==> src/rtl/regfile_loader_pkg.sv <==
// regfile_loader_pkg: shared widths, the OPS register address, the loader
// state encoding and the header clamp that turns a count byte into N.
package regfile_loader_pkg;

    localparam int W = 8;
    localparam int D = 4;

    // Address of the OPS pointer register (r13).
    localparam logic [D-1:0] OPS_ADDR = 4'd13;

    // Number of registers in the file, held in the D+1 bit counter width.
    localparam logic [D:0] MAX_COUNT = 5'd16;

    typedef enum logic [2:0] {
        ST_IDLE   = 3'd0,
        ST_HDR    = 3'd1,
        ST_DATA   = 3'd2,
        ST_OPS_HI = 3'd3,
        ST_OPS_LO = 3'd4,
        ST_FIN    = 3'd5
    } state_t;

    // A zero header or one larger than the register file means "load everything".
    function automatic logic [D:0] clamp_count(input logic [W-1:0] hdr);
        logic [D:0] n;
        if (hdr == '0 || hdr > {3'b000, MAX_COUNT}) begin
            n = MAX_COUNT;
        end else begin
            n = hdr[D:0];
        end
        return n;
    endfunction

endpackage

==> src/rtl/regfile_loader_wr_stage.sv <==
// loader_wr_stage: the single registered stage in front of the register file
// write port. Strobes are one-cycle pulses; address and data hold between writes.
module loader_wr_stage
    import regfile_loader_pkg::*;
(
    input  logic         Clk,
    input  logic         ResetN,
    input  logic         wr_req,
    input  logic         ops_req,
    input  logic         ops_high,
    input  logic [D-1:0] wr_addr,
    input  logic [W-1:0] wr_data,
    output logic         WrEn,
    output logic [D-1:0] Waddr,
    output logic [W-1:0] DataIn,
    output logic         opsWrite,
    output logic         loadHigh
);

    logic         wr_en_q, wr_en_d;
    logic [D-1:0] waddr_q, waddr_d;
    logic [W-1:0] data_q, data_d;
    logic         ops_write_q, ops_write_d;
    logic         load_high_q, load_high_d;

    // Strobes fall back to 0 every cycle; address/data only move when a write is requested.
    always_comb begin
        wr_en_d     = 1'b0;
        ops_write_d = 1'b0;
        load_high_d = 1'b0;
        waddr_d     = waddr_q;
        data_d      = data_q;
        if (wr_req) begin
            wr_en_d = 1'b1;
            waddr_d = wr_addr;
            data_d  = wr_data;
        end else if (ops_req) begin
            ops_write_d = 1'b1;
            load_high_d = ops_high;
            data_d      = wr_data;
        end
    end

    // Output register with synchronous active-low clear.
    always_ff @(posedge Clk) begin
        if (!ResetN) begin
            wr_en_q     <= 1'b0;
            waddr_q     <= '0;
            data_q      <= '0;
            ops_write_q <= 1'b0;
            load_high_q <= 1'b0;
        end else begin
            wr_en_q     <= wr_en_d;
            waddr_q     <= waddr_d;
            data_q      <= data_d;
            ops_write_q <= ops_write_d;
            load_high_q <= load_high_d;
        end
    end

    assign WrEn     = wr_en_q;
    assign Waddr    = waddr_q;
    assign DataIn   = data_q;
    assign opsWrite = ops_write_q;
    assign loadHigh = load_high_q;

endmodule

==> src/rtl/regfile_loader.sv <==
// regfile_loader: bulk register-file preset from a valid/ready byte stream
// (count header followed by data bytes written at ascending addresses).
// Optional feature macro REGFILE_LOADER_OPS_SPLIT_EN: when defined, the byte
// for the OPS register is written high nibble first through opsWrite/loadHigh
// instead of the general WrEn port.
module regfile_loader
    import regfile_loader_pkg::*;
(
    input  logic         Clk,
    input  logic         ResetN,
    input  logic         Start,
    input  logic         InValid,
    input  logic [W-1:0] InData,
    output logic         InReady,
    output logic         WrEn,
    output logic [D-1:0] Waddr,
    output logic [W-1:0] DataIn,
    output logic         opsWrite,
    output logic         loadHigh,
    output logic         Busy,
    output logic         Done
);

    state_t       state_q, state_d;
    logic [D:0]   cnt_q, cnt_d;
    logic [D:0]   count_q, count_d;
    logic         done_q, done_d;

    logic         accept;
    logic         last_byte;
    logic         ops_hit;
    logic         wr_req;
    logic         ops_req;
    logic         ops_high;
    logic [W-1:0] wr_data;

`ifdef REGFILE_LOADER_OPS_SPLIT_EN
    logic [W-1:0] ops_byte_q, ops_byte_d;
    assign ops_hit = (cnt_q == {1'b0, OPS_ADDR});
`else
    assign ops_hit = 1'b0;
`endif

    assign accept    = InValid && InReady;
    assign last_byte = (cnt_q == count_q - 1'b1);

    // State, address counter, load length and the registered Done pulse.
    always_ff @(posedge Clk) begin
        if (!ResetN) begin
            state_q    <= ST_IDLE;
            cnt_q      <= '0;
            count_q    <= '0;
            done_q     <= 1'b0;
`ifdef REGFILE_LOADER_OPS_SPLIT_EN
            ops_byte_q <= '0;
`endif
        end else begin
            state_q    <= state_d;
            cnt_q      <= cnt_d;
            count_q    <= count_d;
            done_q     <= done_d;
`ifdef REGFILE_LOADER_OPS_SPLIT_EN
            ops_byte_q <= ops_byte_d;
`endif
        end
    end

    // Next-state and counter logic: header sets N, each data byte advances the address.
    always_comb begin
        state_d    = state_q;
        cnt_d      = cnt_q;
        count_d    = count_q;
        done_d     = 1'b0;
`ifdef REGFILE_LOADER_OPS_SPLIT_EN
        ops_byte_d = ops_byte_q;
`endif
        case (state_q)
            ST_IDLE: begin
                if (Start) begin
                    state_d = ST_HDR;
                end
            end
            ST_HDR: begin
                if (accept) begin
                    count_d = clamp_count(InData);
                    cnt_d   = '0;
                    state_d = ST_DATA;
                end
            end
            ST_DATA: begin
                if (accept) begin
                    if (ops_hit) begin
`ifdef REGFILE_LOADER_OPS_SPLIT_EN
                        ops_byte_d = InData;
                        state_d    = ST_OPS_HI;
`endif
                    end else begin
                        cnt_d = cnt_q + 1'b1;
                        if (last_byte) begin
                            state_d = ST_FIN;
                        end
                    end
                end
            end
`ifdef REGFILE_LOADER_OPS_SPLIT_EN
            ST_OPS_HI: begin
                state_d = ST_OPS_LO;
            end
            ST_OPS_LO: begin
                cnt_d   = cnt_q + 1'b1;
                state_d = last_byte ? ST_FIN : ST_DATA;
            end
`endif
            ST_FIN: begin
                done_d  = 1'b1;
                state_d = ST_IDLE;
            end
            default: begin
                state_d = ST_IDLE;
            end
        endcase
    end

    // Handshake, status and write requests handed to the registered write stage.
    always_comb begin
        InReady  = (state_q == ST_HDR) || (state_q == ST_DATA);
        Busy     = (state_q != ST_IDLE) || done_q;
        wr_req   = 1'b0;
        ops_req  = 1'b0;
        ops_high = 1'b0;
        wr_data  = InData;
        if (state_q == ST_DATA && accept) begin
            if (ops_hit) begin
                ops_req  = 1'b1;
                ops_high = 1'b1;
                wr_data  = {4'h0, InData[7:4]};
            end else begin
                wr_req = 1'b1;
            end
        end
`ifdef REGFILE_LOADER_OPS_SPLIT_EN
        if (state_q == ST_OPS_HI) begin
            ops_req  = 1'b1;
            ops_high = 1'b0;
            wr_data  = {4'h0, ops_byte_q[3:0]};
        end
`endif
    end

    assign Done = done_q;

    loader_wr_stage u_wr_stage (
        .Clk      (Clk),
        .ResetN   (ResetN),
        .wr_req   (wr_req),
        .ops_req  (ops_req),
        .ops_high (ops_high),
        .wr_addr  (cnt_q[D-1:0]),
        .wr_data  (wr_data),
        .WrEn     (WrEn),
        .Waddr    (Waddr),
        .DataIn   (DataIn),
        .opsWrite (opsWrite),
        .loadHigh (loadHigh)
    );

endmodule

==> config.mk <==
export PLATFORM = sky130hd
export DESIGN_NAME = regfile_loader
export DESIGN_NICKNAME = d
export VERILOG_FILES = /design/src/rtl/regfile_loader_pkg.sv /design/src/rtl/regfile_loader_wr_stage.sv /design/src/rtl/regfile_loader.sv
export SDC_FILE = /design/constraint.sdc
export NUM_CORES = 1
export LEC_CHECK = 0
export ABC_AREA = 1
export CAP_MARGIN = 20
export CORE_MARGIN = 5
export CORE_UTILIZATION = 35
export CTS_CLUSTER_SIZE = 16
export DETAILED_ROUTE_END_ITERATION = 16
export GPL_TIMING_DRIVEN = 0
export PLACE_DENSITY_LB_ADDON = 0.05
export SETUP_SLACK_MARGIN = 0.2
export SYNTH_ARGS = -nofsm -noshare
export SYNTH_HDL_FRONTEND = slang
export SYNTH_SLANG_ARGS = --single-unit
==> constraint.sdc <==
create_clock -name Clk -period 1.4 [get_ports Clk]
set_clock_uncertainty 0.2 [all_clocks]
set_input_delay 0.28 -clock Clk [delete_from_list [all_inputs] [get_ports Clk]]
set_output_delay 0.28 -clock Clk [all_outputs]
set_load 0.05 [all_outputs]
**Word-level counts from Yosys, hierarchy flattened**

Index checks and enable logic that the tools add are counted.

- Register bits: 27
- Output and inout bits: 18
- Logic and storage cells: 43

- Add/subtract/negate cells: 2
- Order comparisons: 1
- Equality and inequality tests: 8
- Mux-type cells: 13
- Reductions and logical operators: 12

Operators with widths:

| operator | number |
|---|---|
| 5-bit two-way mux | 3 |
| 3-bit two-way mux | 4 |
| 5-bit one-hot mux with 2 select lines | 1 |
| 3-bit one-hot mux with 3 select lines | 1 |
| 8-bit by 5-bit > comparator with 1-bit output (second input constant) | 1 |
| 8-bit logical NOT | 1 |
| 8-bit two-way mux | 1 |
| 2-bit != test (second input constant) | 4 |
| 5-bit by 1-bit adder with 5-bit output (second input constant) | 1 |
| 5-bit == test | 1 |
| 5-bit by 1-bit subtractor with 5-bit output (second input constant) | 1 |
| 4-bit AND reduction | 1 |
| 3-bit by 1-bit == test with 1-bit output (second input constant) | 1 |
| 3-bit by 2-bit == test with 1-bit output (second input constant) | 1 |
| 3-bit == test (second input constant) | 1 |
| 3-bit logical NOT | 1 |
| 1-bit logical OR | 3 |
| 1-bit two-way mux | 3 |
| 3-bit AND reduction | 1 |
| 3-bit nonzero test | 1 |
| 1-bit logical AND | 2 |
| 2-bit AND reduction | 1 |
| 2-bit nonzero test | 1 |

**Logic depth before layout (Yosys ltp)**

- Word-level depth: 6
- Depth in mapped cells: 13

**Modules after synthesis**

A second synthesis with hierarchy kept.

- Cell total of the unflattened synthesis: 210
- Area total of the unflattened synthesis: 1483.9 um^2

By module, submodules not included:

| module | times used | cells an instance | area each (um^2) | sequential area each (um^2) |
|---|---|---|---|---|
| regfile_loader | 1 | 133 | 925.9 | 280.3 |
| loader_wr_stage | 1 | 77 | 558.0 | 300.3 |

**Least setup slack after synthesis**

OpenSTA, ideal clock, no wires.

- Kind: flip-flop to flip-flop
- Start point: reg state_q[1]
- End point: reg cnt_q[1]
- Library setup time: 0.117 ns
- Arrival time: 1.359 ns
- Data required time: 1.083 ns
- Path slack: -0.276 ns
- Stages on the path, launching flop included: 6
- Buffers on the path: 0
- Period minus slack after synthesis: 1.676 ns
- Cells stage by stage: dfxtp_1 > inv_1 > nand3_2 > nand2_1 > nand2_1 > a32o_1

- Longest elaborated chain between the ends: 5

RTL lines:

| item | line | RTL |
|---|---|---|
| start, declared | regfile_loader.sv:24 | `state_t state_q, state_d;` |
| start signal, assigned | regfile_loader.sv:58 | `state_q <= state_d;` |
| 3-bit by 1-bit == test with 1-bit output or 3-bit by 2-bit == test with 1-bit output (tied branches) | regfile_loader.sv:126 | `InReady = (state_q == ST_HDR) \|\| (state_q == ST_DATA);` |
| 1-bit logical OR (*) | regfile_loader.sv:126 |  |
| named net InReady | regfile_loader.sv:14 | `output logic InReady,` |
| 1-bit logical AND (*) | regfile_loader.sv:44 | `assign accept = InValid && InReady;` |
| 2-bit != test (no line) | -- |  |
| 3-bit AND reduction (no line) (*) | -- |  |
| end signal, assigned | regfile_loader.sv:59 | `cnt_q <= cnt_d;` |
| end, declared | regfile_loader.sv:25 | `logic [D:0] cnt_q, cnt_d;` |

Mark *: on every way through the listed nets, which the timed path passes. The rest lies on a longest branch.
A chain may end at the register's enable or synchronous reset.

**Final worst setup path**

- Start point: reg count_q[0]
- End point: reg state_q[1]

- Longest elaborated chain between the ends: 4

RTL lines:

| item | line | RTL |
|---|---|---|
| start, declared | regfile_loader.sv:26 | `logic [D:0] count_q, count_d;` |
| start signal, assigned | regfile_loader.sv:60 | `count_q <= count_d;` |
| 5-bit by 1-bit subtractor with 5-bit output | regfile_loader.sv:45 | `assign last_byte = (cnt_q == count_q - 1'b1);` |
| 5-bit == test | regfile_loader.sv:45 |  |
| 2-bit != test (no line) | -- |  |
| 4-bit AND reduction (no line) | -- |  |

Every way passes these cells.

==> summary.md <==
| Metric | Value |
|---|---|
| Wire length per cell | roughly 13 um |
| DIE HEIGHT | between 70 and 80 um |
| Final Instance Area | between 1500 and 2000 um^2 |
| Clock sink count | 27 |
| Pleak | about 0.00086 uW |
| Final Util | 0.5489 |
| Crit-path max FO | 2 |
| Share of post-route cells with drive strength above 1 | 0.3947 |
| Antenna violations before repair | 0 |
| Setup CP Type | flip-flop to flip-flop |
| Max VDD drop | 0.7420 mV |
| Final worst-path cycle share | 1.201 |
| Number of cell rows | 22 |
| Io pins | 30 |
| Syn Area/Cell | about 7.1 um^2 |
| Root Driver | clkbuf_8 |
| Post-synthesis cell count | 184 |
| Final non-filler cell total | about 280 |
| Pin count of the biggest net entering global routing | 15 |
| Setup Viol. Count Final | 10 |
| P&R area growth vs syn | 51.95% |
| I/O Buffers | 27 |
| Seq/Total Area, Yosys | 0.4118 |
| Clk buf depth | 2 |
| CTS tree | yes |
| Commonest non-fill, non-tap cell in the layout | nand2_1 |
| Detailed placer's ending HPWL | around 2500 um |
| Clock transition at path regs | ~90 ps |
| Initial Utilization | 0.3612 |
| Latest clock arrival within the worst-skew pair | approximately 270 ps |
| Fillers | approximately 360 |
| First-pass GRT wire length | roughly 6300 um |
| Syn Std Cell Area | 1313 um^2 |
| Worst slack, placed | -580.4 ps |
| ANT nets after route | 0 |
| Die area | ~5000 um^2 |
| CP Launch Type | flip-flop |
| Final Hold Vio Count | 0 |
| Placed cells | 260 |
| Die X | approximately 70 um |
| Synth cell types | 31 |
| Crit. End Element | flip-flop |
| Fin nets | between 200 and 250 |
| Max H-tree Level | 1 |
| Router iterations before antenna repair | 4 |
| Critical Path AT | about 1700 ps |
| Total wire length | between 3000 and 4000 um |
| Total CTS buffers | 3 |
| Status | complete, but fails checks |
| Most frequent cells in the layout | nand2_1 (38), nor2_1 (26), dfxtp_2 (17) |
| PwrDens | 1617 nW/um^2 |
| Post-DP Area | around 1700 um^2 |
| Max-Cap Viols | 0 |
| Final worst-path setup slack | -281.2 ps |
| Vias per cell | about 4.8 |
| Pwr Total | between 3000 and 4000 uW |
| Vias in the first global route | about 1400 |
| Synth Register Bits | 27 |
| WP data required | 1380 ps |
| Tot GR Track Use | 0.1536 |
| Via count | 1311 |
| DR iter-0 viols | 34 |
| Yosys warnings | 0 |
| Detailed-route DRC error count | 0 |
| CORE AREA | around 3600 um^2 |
| Slew Viols, Final | 0 |
| Min-delay worst type | input port to flip-flop |
| Failing checks | setup timing |
| Global placement routability congestion | 0.8291 |
| Fmax achieved | just under 600 MHz |
| Fin crit period | about 1700 ps |
| RSZ-0062 raised after global routing | true |
| # diodes | 0 |
| Grt ovf | 0 |
## through the flow
stage | hold slack (ps) | TNS (ps)
2_1_floorplan | 212.9 | -199.7
3_3_place_gp | 284.6 | -12360
3_5_place_dp | 285.6 | -12710
4_1_cts | 188.8 | -936.3
5_1_grt | 246.6 | -2663
6_report | 223.2 | -972.1
## area by class of cell
cell class                 count  area [um^2]  share of cell area
clock buffer                   4        45.04             0.02258
tap                           48        60.06             0.03011
timing repair buffer          38        437.9              0.2196
multi-input combinational    133        738.2              0.3701
sequential                    27        576.8              0.2892
buffer                         6        56.30             0.02823
inverter                      20        80.08             0.04015
## power breakdown
part | internal [uW] | switching (uW)
registers | 926 | 144
logic | 713 | 989
clock network | 204 | 249
total | 1840 | 1380
## cell usage after synthesis
master	instances	area, um^2
buf_6	1	11.26
nand3_2	1	10.01
a21oi_2	3	26.28
buf_8	1	15.01
nand3_1	6	30.03
o21bai_1	1	7.510
nand2_4	1	11.26
o21ai_1	5	25.02
nor2_4	2	22.52
buf_4	2	15.01
nor2_1	29	108.9
nand2_1	41	153.9
a32o_1	1	10.01
nand4_1	2	12.51
ha_1	2	25.02
o31ai_1	1	7.510
nor3_1	2	10.01
conb_1	1	3.750
nor4_1	2	12.51
a31oi_2	1	12.51
nor2_2	2	12.51
clkbuf_1	1	3.750
o21ai_0	14	70.07
nand2_2	1	6.260
dfxtp_1	27	540.5
buf_2	1	5.000
inv_2	2	7.510
a31oi_1	1	6.260
inv_1	18	67.56
a21oi_1	11	55.05
nand3b_1	1	7.510
## repair_timing
| item | 4_1_cts | 5_1_grt |
|---|---|---|
| setup buffers | 10 | 1 |
| gates cloned | 1 | 0 |
| pin swaps | 12 | 1 |
| resized for setup | 170 | 5 |
| hold buffers | 0 | 0 |
| hold endpoints to repair | 0 | 0 |
| endpoints found under the setup margin | 42 | 43 |
## logic make-up after synthesis
kind of cell	Yosys count	share of synthesized area
compound gates	38	0.1678
fa+ha+maj	2	0.01906
buf+inv	26	0.09531
flops	27	0.4118
other cells	1	0.002857
simple gates	90	0.3031
## critical path, stage by stage, from the launching register on
cell     delay [ps]
dfxtp_2         350
inv_2            50
ha_4            270
inv_2            30
nand2_1          50
nand2_1          40
nor2_1           80
nand2_1          50
nor2_1          100
nand2_1         110
nand2_1          90
nand3_1          70
nand2_1          60
inv_1            40
## state kept, by name (all words and copies together) (netlist names)
name	cells
state_q	3
u_wr_stage.DataIn	8
count_q	5
cnt_q	5
u_wr_stage.Waddr	4
Done	1
u_wr_stage.WrEn	1
## routing by layer
layer / GRT usage / wire (um) / up-vias / part of all wire
met5: 0 / 0 / - / 0
met4: 0.03340 / 34 / 0 / 0.0094
met3: 0.02665 / 120 / 4 / 0.033
met2: 0.2888 / 1914 / 22 / 0.53
met1: 0.1799 / 1528 / 606 / 0.42
li1: - / - / 679 / -
## final timing paths
path	cells after the start	startpoint	slack, ps	end
min reg2reg	2	state_q[2]	320	Done
max	13	count_q[0]	-280	state_q[1]
max reg2reg	13	count_q[0]	-280	state_q[1]
min	3	InData[7]	220	u_wr_stage.DataIn[7]
No activity file was read; power rests on OpenSTA's default activity.
==> patch 1 (same settings) <==
The option `REGFILE_LOADER_OPS_SPLIT_EN` is turned on by a define.
--- a/src/rtl/regfile_loader.sv
+++ b/src/rtl/regfile_loader.sv
@@ -3,6 +3,8 @@
 // Optional feature macro REGFILE_LOADER_OPS_SPLIT_EN: when defined, the byte
 // for the OPS register is written high nibble first through opsWrite/loadHigh
 // instead of the general WrEn port.
+`define REGFILE_LOADER_OPS_SPLIT_EN
+
 module regfile_loader
     import regfile_loader_pkg::*;
 (
Check against the original RTL: same outputs for any inputs over 10 cycles, from zero or initial values and one cycle with ResetN low; that may be too few to reach the edited logic, so the function may still have changed.
==> patch 1 against the unedited design <==
The run still ends with negative setup slack left; wire length increased by 29%; via count increased by 32%; sequential cell count increased by 6; hold slack got worse by 100 ps; synthesized area increased by 33%; final area increased by 40%; setup slack got worse by 130 ps; power increased by 41%; highest routed layer unchanged.
==> patch 1: results (changes against the unedited design) <==
stage	metric	value	unit	change
global_route	GRT met1 Usage	18.5	%	was 18.0%
status	failing checks	negative setup slack		unchanged
sta	# setup viols final	32		was 10
cells_and_area	Final Core Density	58.3	%	was 54.9%
logic_synthesis	post-synthesis compound-gate area fraction	13.2	%	was 16.8%
global_route	vias in the first global route	1525		was 1412
cells_and_area	# fillers	470		was 356
detailed_routing	Iter 0 DRT Violations	53		was 34
detailed_routing	Via density	4.63		was 4.75
placement	dpl cells	338		was 260
logic_synthesis	fraction of synthesized cell area in xor and xnor cells	0.501	%	was 0%
placement	I/O Buffers	29		was 27
status	status	complete, but fails checks		unchanged
sta	final worst slack	-416	ps	was -281 ps
placement	Area after DPL	2180	um^2	was 1700 um^2
cells_and_area	# nets final	322		was 243
cts	register clock-pin slew on the reported worst setup and hold paths	70	ps	was 90 ps
logic_synthesis	Area contributors post-synth	dfxtp_1, nand2_1, inv_1		was dfxtp_1, nand2_1, nor2_1
logic_synthesis	Synth top area share	37.8	%	was 41.2%
cts	CTS H-tree lvls	2		was 1
detailed_routing	WL met3	186	um	was 120 um
global_route	global-route wire length before repair	7170	um	was 6290 um
logic_synthesis	register area share after synthesis	37.8	%	was 41.2%
global_route	met3 Usage GRT	3.48	%	was 2.66%
cells_and_area	share of cells above drive strength 1	46.1	%	was 39.5%
[patch 1: cell types whose count changed in the layout (fill, tap and decap cells not counted), sizes merged, moves of 3 or more]
cell | before | now
inv | 20 | 36
a21oi | 14 | 17
o22ai | 0 | 3
o21ai | 19 | 22
clkbuf | 5 | 10
nand2 | 43 | 57
buf | 32 | 48
dfxtp | 27 | 33
nand3 | 7 | 17
[patch 1: final cells by class]
cell class / count / share of cell area (%)
repair buffers: 58 / 21.9
multi-input cells: 168 / 38.8
well taps: 67 / 3.00
flip-flops and latches: 33 / 24.8
inverters: 38 / 6.64
clock buffers: 7 / 3.09
clock inverters: 1 / 1.08
plain buffers: 3 / 0.673
[patch 1: repair_timing]
action / CTS / global route
buffers inserted: 14 / 15
resized for setup: 191 / 30
pin swaps: 7 / 7
cloned: 0 / 0
setup endpoints to repair: 51 / 51
[patch 1: logic make-up (layout without fill, tap and decap cells)]
kind of cell,after synthesis,count (layout)
compound gates,44,44
xor+xnor,1,1
fa+ha+maj,3,3
buf+inv,41,107
flops,33,33
simple gates,120,120
[patch 1: path summary, 6_finish.rpt]
path | start | endpoint | slack [ps] | cells after the start
worst min-delay path | ResetN | count_q[4] | 120 | 3
worst min register to register | u_wr_stage.DataIn[4] | u_wr_stage.DataIn[4] | 270 | 2
worst max-delay path | count_q[0] | state_q[1] | -420 | 13
worst max register to register | count_q[0] | state_q[1] | -420 | 13
[patch 1: where the power goes]
| group | internal, mW | switching [mW] | leakage, nW |
|---|---|---|---|
| clock network | 0.581 | 0.366 | 0.0585 |
| logic | 1.01 | 1.37 | 0.898 |
| registers | 1.08 | 0.134 | 0.278 |
| total | 2.67 | 1.87 | 1.23 |
==> patch 2 (same flow settings) <==
Without the edit above. `waddr_q` and `data_q` no longer have a reset.
--- a/src/rtl/regfile_loader_wr_stage.sv
+++ b/src/rtl/regfile_loader_wr_stage.sv
@@ -45,17 +45,18 @@
     always_ff @(posedge Clk) begin
         if (!ResetN) begin
             wr_en_q     <= 1'b0;
-            waddr_q     <= '0;
-            data_q      <= '0;
             ops_write_q <= 1'b0;
             load_high_q <= 1'b0;
         end else begin
             wr_en_q     <= wr_en_d;
-            waddr_q     <= waddr_d;
-            data_q      <= data_d;
             ops_write_q <= ops_write_d;
             load_high_q <= load_high_d;
         end
+    end
+
+    always_ff @(posedge Clk) begin
+        waddr_q <= waddr_d;
+        data_q  <= data_d;
     end
 
     assign WrEn     = wr_en_q;
Check against the original RTL: differs if ResetN is asserted again (counterexample within 4 cycles, from zero or initial values and one cycle with ResetN low); with ResetN held inactive, the same outputs for 10 cycles.
==> patch 2 against the unedited design <==
The run still ends with negative setup slack left; final area up 3.6%; hold slack worse by 93 ps; setup slack better by 15 ps; sequential cell count unchanged; clock power down 2%; largest power group unchanged; global-route usage down 2.8 points; via count down 9.1%; synthesized area up 0.76%; critical path depth down 7; wire length down 15%; highest routed layer unchanged; power up 0.79%; sequential power down 4%.
==> patch 2: results (changes against the unedited design) <==
stage	metric	value	unit	change
status	status	complete, but fails checks		unchanged
setup_path	FF-to-FF setup slack	-230	ps	was -280 ps
status	failing checks	negative setup slack		unchanged
logic_synthesis	register area share after synthesis	50.0	%	was 41.2%
placement	Area after DPL	1700	um^2	about the same
detailed_routing	Iter 0 DRT Violations	40		was 34
global_route	met3 Usage GRT	2.10	%	was 2.66%
detailed_routing	routed wl met2	1530	um	was 1910 um
setup_path	r2r worst-path depth	8		was 13
cells_and_area	Signal buf overhead	24.7	%	was 24.8%
cells_and_area	Top class by area	flip-flops and latches		was multi-input combinational cells
sta	# setup viols final	23		was 10
global_route	global-route wire length before repair	5130	um	was 6290 um
sta	Setup TNS Final	-3500	ps	was -972 ps
placement	Place WS	-624	ps	was -580 ps
logic_synthesis	Area contributors post-synth	edfxtp_1, dfxtp_1, nand2_1		was dfxtp_1, nand2_1, nor2_1
sta	final worst slack	-266	ps	was -281 ps
cells_and_area	Final Core Density	56.4	%	was 54.9%
cells_and_area	multi-input combinational area share	32.9	%	was 37.0%
placement	I/O Buffers	26		was 27
worst_hold_path	Hold Path End	cnt_q[0]		was u_wr_stage.DataIn[7]
cells_and_area	fraction of area in registers	33.0	%	was 28.9%
logic_synthesis	Avg Synthesized Cell Area	8.32	um^2	was 7.13 um^2
pwr	Net Sw Power	1.31	mW	was 1.38 mW
pwr	comb pwr	1.77	mW	was 1.70 mW
cells_and_area	# fillers	329		was 356
worst_hold_path	HP Start	ResetN		was InData[7]
cells_and_area	share of cells above drive strength 1	42.1	%	was 39.5%
==> patch 2: cell count changes in the layout (fill, tap and decap cells not counted), moves of 3 or more <==
cell	change
buf_4	+4
buf_6	+12
buf_8	-12
dfxtp_2	-12
edfxtp_1	+12
nand2_1	-5
nand3_1	+3
nor2_1	-15
nor2_2	-4
o21ai_0	-6
o21ai_1	-5
==> patch 2: worst max path at each step <==
| stage | startpoint | endpoint | slack, ps | depth (start not counted) |
|---|---|---|---|---|
| after global routing | state_q[2] | InReady | -310 | 6 |
| after global placement | state_q[2] | InReady | -620 | 6 |
| after CTS | state_q[2] | InReady | -270 | 6 |
| final | state_q[2] | InReady | -270 | 6 |
| after floorplan | state_q[2] | u_wr_stage.DataIn[0] | -60 | 5 |
| after detailed placement | state_q[2] | InReady | -620 | 6 |
==> patch 2: timing repair <==
action                     4_1_cts  5_1_grt
setup endpoints to repair       42       42
buffers inserted                14        4
pin swaps                       15       14
cloned                           1        0
gates resized for setup        141       11
